$ cat src/rtl/ov_7670_capture.sv
// OV7670 RGB565 capture in the PCLK domain: discards settling frames, assembles
// byte pairs into pixels with x/y coordinates, and flags line/frame geometry errors.
module ov_7670_capture #(
  parameter int H_ACTIVE    = 640,
  parameter int V_ACTIVE    = 480,
  parameter int SKIP_FRAMES = 2
) (
  input  logic        clk,
  input  logic        reset,
  input  logic        init_done_i,
  input  logic        enable_i,
  input  logic        vsync_i,
  input  logic        href_i,
  input  logic [7:0]  d_i,
  output logic [15:0] pixel_o,
  output logic        pixel_valid_o,
  output logic [9:0]  x_o,
  output logic [8:0]  y_o,
  output logic        frame_start_o,
  output logic        frame_done_o,
  output logic        line_err_o,
  output logic        frame_err_o,
  output logic        busy_o,
  output logic [1:0]  state_o
);

  // pixel_valid_o is a one-cycle strobe with no backpressure: pixel_o, x_o, y_o
  // and frame_start_o are meaningful only in the cycle where it is high.

  typedef enum logic [1:0] {
    S_IDLE   = 2'd0,
    S_SKIP   = 2'd1,
    S_SYNC   = 2'd2,
    S_ACTIVE = 2'd3
  } state_t;

  localparam logic [10:0] H_LIM    = 11'(H_ACTIVE);
  localparam logic [9:0]  V_LIM    = 10'(V_ACTIVE);
  localparam logic [7:0]  SKIP_LIM = 8'(SKIP_FRAMES);

  state_t      state_q;
  logic        vsync_q;
  logic        href_q;
  logic [7:0]  skip_q;
  logic        phase_q;
  logic [7:0]  hi_q;
  logic [10:0] x_cnt_q;
  logic [9:0]  y_cnt_q;
  logic [15:0] pixel_q;
  logic        pixel_valid_q;
  logic [9:0]  x_out_q;
  logic [8:0]  y_out_q;
  logic        frame_start_q;
  logic        frame_done_q;
  logic        line_err_q;
  logic        frame_err_q;

  logic        vs_rise;
  logic        vs_fall;
  logic        hr_fall;
  logic        byte_en;
  logic        line_end;
  logic        in_range;
  logic        line_bad;
  logic [7:0]  skip_d;
  logic [10:0] x_d;
  logic [9:0]  y_d;
  logic [9:0]  y_end_d;

  always_comb begin
    vs_rise  = vsync_i & ~vsync_q;
    vs_fall  = ~vsync_i & vsync_q;
    hr_fall  = ~href_i & href_q;
    // Bytes presented while VSYNC is high are blanking noise, never pixel data.
    byte_en  = href_i & ~vsync_i;
    line_end = hr_fall & ~vsync_q;
    in_range = (x_cnt_q < H_LIM) && ({1'b0, y_cnt_q} < {1'b0, V_LIM});
    line_bad = phase_q | (x_cnt_q != H_LIM);
    skip_d   = skip_q + 8'd1;
    x_d      = (x_cnt_q == '1) ? x_cnt_q : x_cnt_q + 11'd1;
    y_d      = (y_cnt_q == '1) ? y_cnt_q : y_cnt_q + 10'd1;
    // A line ending on the same edge as the frame still counts toward the frame.
    y_end_d  = line_end ? y_d : y_cnt_q;
  end

  always_ff @(posedge clk) begin
    if (!reset) begin
      state_q       <= S_IDLE;
      vsync_q       <= 1'b1;
      href_q        <= 1'b0;
      skip_q        <= '0;
      phase_q       <= 1'b0;
      hi_q          <= '0;
      x_cnt_q       <= '0;
      y_cnt_q       <= '0;
      pixel_q       <= '0;
      pixel_valid_q <= 1'b0;
      x_out_q       <= '0;
      y_out_q       <= '0;
      frame_start_q <= 1'b0;
      frame_done_q  <= 1'b0;
      line_err_q    <= 1'b0;
      frame_err_q   <= 1'b0;
    end else begin
      vsync_q       <= vsync_i;
      href_q        <= href_i;
      pixel_valid_q <= 1'b0;
      frame_start_q <= 1'b0;
      frame_done_q  <= 1'b0;

      if (!init_done_i) begin
        state_q <= S_IDLE;
        skip_q  <= '0;
        phase_q <= 1'b0;
        x_cnt_q <= '0;
        y_cnt_q <= '0;
      end else begin
        case (state_q)
          S_IDLE: begin
            if (enable_i) begin
              skip_q  <= '0;
              state_q <= (SKIP_FRAMES == 0) ? S_SYNC : S_SKIP;
            end
          end

          S_SKIP: begin
            if (!enable_i) begin
              state_q <= S_IDLE;
            end else if (vs_rise) begin
              skip_q <= skip_d;
              if (skip_d >= SKIP_LIM) state_q <= S_SYNC;
            end
          end

          S_SYNC: begin
            if (!enable_i) begin
              state_q <= S_IDLE;
            end else if (vs_fall) begin
              state_q     <= S_ACTIVE;
              phase_q     <= 1'b0;
              x_cnt_q     <= '0;
              y_cnt_q     <= '0;
              line_err_q  <= 1'b0;
              frame_err_q <= 1'b0;
            end
          end

          S_ACTIVE: begin
            if (byte_en) begin
              if (!phase_q) begin
                hi_q    <= d_i;
                phase_q <= 1'b1;
              end else begin
                phase_q       <= 1'b0;
                x_cnt_q       <= x_d;
                pixel_valid_q <= in_range;
                frame_start_q <= in_range && (x_cnt_q == '0) && (y_cnt_q == '0);
                if (in_range) begin
                  pixel_q <= {hi_q, d_i};
                  x_out_q <= x_cnt_q[9:0];
                  y_out_q <= y_cnt_q[8:0];
                end
                if (x_cnt_q >= H_LIM) line_err_q <= 1'b1;
              end
            end

            if (line_end) begin
              if (line_bad) line_err_q <= 1'b1;
              phase_q <= 1'b0;
              x_cnt_q <= '0;
              y_cnt_q <= y_d;
            end

            if (vs_rise) begin
              frame_done_q <= 1'b1;
              if (y_end_d != V_LIM) frame_err_q <= 1'b1;
              state_q <= enable_i ? S_SYNC : S_IDLE;
            end
          end

          default: state_q <= S_IDLE;
        endcase
      end
    end
  end

  assign pixel_o       = pixel_q;
  assign pixel_valid_o = pixel_valid_q;
  assign x_o           = x_out_q;
  assign y_o           = y_out_q;
  assign frame_start_o = frame_start_q;
  assign frame_done_o  = frame_done_q;
  assign line_err_o    = line_err_q;
  assign frame_err_o   = frame_err_q;
  assign busy_o        = (state_q != S_IDLE);
  assign state_o       = state_q;

endmodule

$ cat config.mk
export PLATFORM = sky130hd
export DESIGN_NAME = ov_7670_capture
export DESIGN_NICKNAME = d
export VERILOG_FILES = /design/src/rtl/ov_7670_capture.sv
export SDC_FILE = /design/constraint.sdc
export NUM_CORES = 1
export LEC_CHECK = 0
export CORE_MARGIN = 1.5
export CORE_UTILIZATION = 35
export DETAILED_ROUTE_END_ITERATION = 16
export PLACE_DENSITY = 0.65
export REMOVE_ABC_BUFFERS = 1
export SLEW_MARGIN = 20
export SYNTH_ARGS = -nofsm -noshare
export SYNTH_HDL_FRONTEND = slang
export SYNTH_SLANG_ARGS = --single-unit
$ cat constraint.sdc
create_clock -name clk -period 2.65 [get_ports clk]
set_clock_uncertainty 0.05 [all_clocks]
set_input_delay 0.53 -clock clk [delete_from_list [all_inputs] [get_ports clk]]
set_output_delay 0.53 -clock clk [all_outputs]
set_load 0.02 [all_outputs]
==> results.yml <==
status:
  status: "finished clean"
logic_synthesis:
  syn_area_um2: 3940
  yosysTopAreaCell: "dfxtp_1"
  synth_cell_types: 57
  synth_top_family_by_area: "simple AND/OR/NAND/NOR gates"
  synthXorXnorAreaFrac: 0.0178
  synth_compound_area_frac: 0.200
  synthCells: 492
  synth_seq_cells: 82
  synth_top_area_frac: 0.417
  yosysSeqAreaShare: 0.417
  synth_fa_ha_area_frac: 0.0191
  ys_warn_count: 0
  syn_avg_cell_area_um2: 8.01
  synth-main-ff-cell: "dfxtp_1"
  netlist_top_cells_area: "dfxtp_1 (42%), nand2_1 (10%), a21boi_0 (6.7%)"
  synth-edff-count: 0
  synthArstFlopShare: 0
  synth_mux_area_frac: 0.0308
  synthSimpleGateAreaFrac: 0.277
floorplanning:
  rows: 38
  initial_core_util: 0.362
  pin_count: 57
  dieArea_um2: 11900
  die_y_um: 109
  coreArea_um2: 10900
  fp.dieW_um: 109
placement:
  place_hpwl_mm: 6.73
  place_inst: 682
  post_dp_cell_area_um2: 4750
  port_buffers: 56
  preCtsSetupSlack_ns: -0.0799
  routabilityCongestion: 0.955
power_and_ir_drop:
  leakagePower_nw: 1.74
  power_density_nw_per_um2: 463
  p_total_mw: 2.30
  irDropWorstVdd_mv: 0.205
cells_and_area:
  drive_gt1_frac: 0.0842
  final_core_util: 0.455
  layout_commonest_cell: "nand2_1"
  fin_area_um2: 4960
  layout.cells.non_filler: 698
  mostFrequentLayoutCells: "nand2_1 (110), dfxtp_1 (82), clkdlybuf4s50_1 (56)"
  final_nets: 573
  syn_to_final_growth_pct: 25.8
  antenna_cells: 0
clock_tree:
  cts.reportedPaths.clkPinSlew_ns: 0.09
  ctsHoldBuffers: 0
  h-tree-depth: 3
  cts_tree: "done"
  clock-sinks: 82
  clockRootBuffer: "clkbuf_8"
  clk-insertion-delay-late_ns: 0.35
  ctsResizeCount: 0
  cts_setup_buffers: 0
  cts_buffers: 9
  clock_path_buffers: 2
drt:
  ant_nets: 0
  vias: 3670
  drt_drc_violations_left: 0
  avgViaCountPerCell: 5.26
  dr.pass1.iters: 5
  drt_wl_total_mm: 9.58
  drt_iter0_markers: 254
  wire_per_inst_um: 13.7
sta:
  maxSlewViolCount: 0
  fmax_ghz: 0.423
  finalSetupTns_ns: 0
  setup_viol: 0
  max-slew-margin-rel: 0.666
  worst_hold_slack_ns: 0.412
  min_period_ns: 2.37
  finalCritPeriodShare: 0.893
  rsz0062_at_grt: "false"
  worst_slew_pin_slew_ns: 0.497
  finalHoldViolCount: 0
  finalWorstSetupSlack_ns: 0.284
setup_path:
  cp_max_fo: 2
  cp-start-kind: "input port"
  arrival_ns: 2.60
  path_class: "input port to flop"
  crit_path_end_kind: "flop"
  cp.required_ns: 2.88
global_routing:
  grt_max_degree: 36
  track_usage: 0.167
  grt_pass1_wl_mm: 15.8
  antenna_found_initial: 0
  grt_pass1_vias: 3320
  grt-ovfl-total: 0
worst_hold_path:
  hold_class: "flop to flop"
flow_run:
  maxCapViolCount: 0
[report_power, final]
part           switching (mW)  total, mW  internal [mW]  leakage, nW
combinational          0.0578      0.114         0.0557        0.983
sequential            0.00336       1.24           1.23        0.661
clock                   0.475      0.944          0.469       0.0995
total                   0.536       2.30           1.76         1.74
[registers in the layout, indices dropped and copies added (netlist names), 2 cells and up]
signal   flops
y_o          9
y_cnt_q     10
skip_q       8
x_cnt_q     11
pixel_o     16
state_o      2
x_o         10
hi_q         8
[cell families (layout without fill, tap and decap cells)]
logic type      after synthesis  in the layout
simple gates                230            230
compound gates              114            114
flops                        82             82
buf+inv                      40            106
mux                          12             12
xor+xnor                      8              8
fa+ha+maj                     6              6
[layout make-up]
cell class,count,area (um^2)
multi-input cells,370,2150
flip-flops and latches,82,1640
fillers,1074,5930
inverters,12,45.0
clock buffers,10,138
well taps,140,175
repair buffers,78,738
clock inverters,6,71.3
[cells in the mapped netlist (2+ instances only)]
cell and number:
nor4_1 6, a211oi_2 2, nand3_1 13, nand4_1 10, o31ai_1 2, a211o_1 3, a31oi_1 6, nor3b_1 5
a22oi_1 3, and2_1 5, a21oi_1 22, o311a_1 2, ha_1 6, nor3_1 10, o21ai_0 18, and3_1 5
xnor2_1 4, o21a_1 2, nor2b_1 11, nand2b_1 5, mux2i_1 11, nand3b_1 3, a21boi_0 35, dfxtp_1 82
nor2_1 34, and4_1 3, a311oi_1 4, o31a_1 2, xor2_1 4, inv_1 12, clkbuf_1 27, nand2_1 110
[worst max-delay path, cell delays in order]
cell	delay (ns)
clkdlybuf4s50_1	0.44
or3b_1	0.42
or4_4	0.56
nor3_2	0.15
a211oi_2	0.07
a31oi_1	0.21
mux2i_1	0.21
[layer usage]
layer | vias to the layer above | wire, um | part of all wire | track usage
met5 | - | 0 | 0 | 0
met3 | 23 | 558 | 0.058 | 0.0400
met1 | 1677 | 4400 | 0.46 | 0.221
met2 | 131 | 4410 | 0.46 | 0.259
met4 | 0 | 212 | 0.022 | 0.0733
li1 | 1839 | - | - | -
[worst paths after layout]
path | startpoint | to | slack, ns | cells after the start
worst min-delay path | pixel_o[1] | pixel_o[1] | 0.41 | 2
worst min register to register | pixel_o[1] | pixel_o[1] | 0.41 | 2
worst max-delay path | href_i | frame_err_o | 0.28 | 7
worst max register to register | y_cnt_q[0] | frame_err_o | 0.44 | 7
Note: power is estimated with default switching activity, not from simulation.
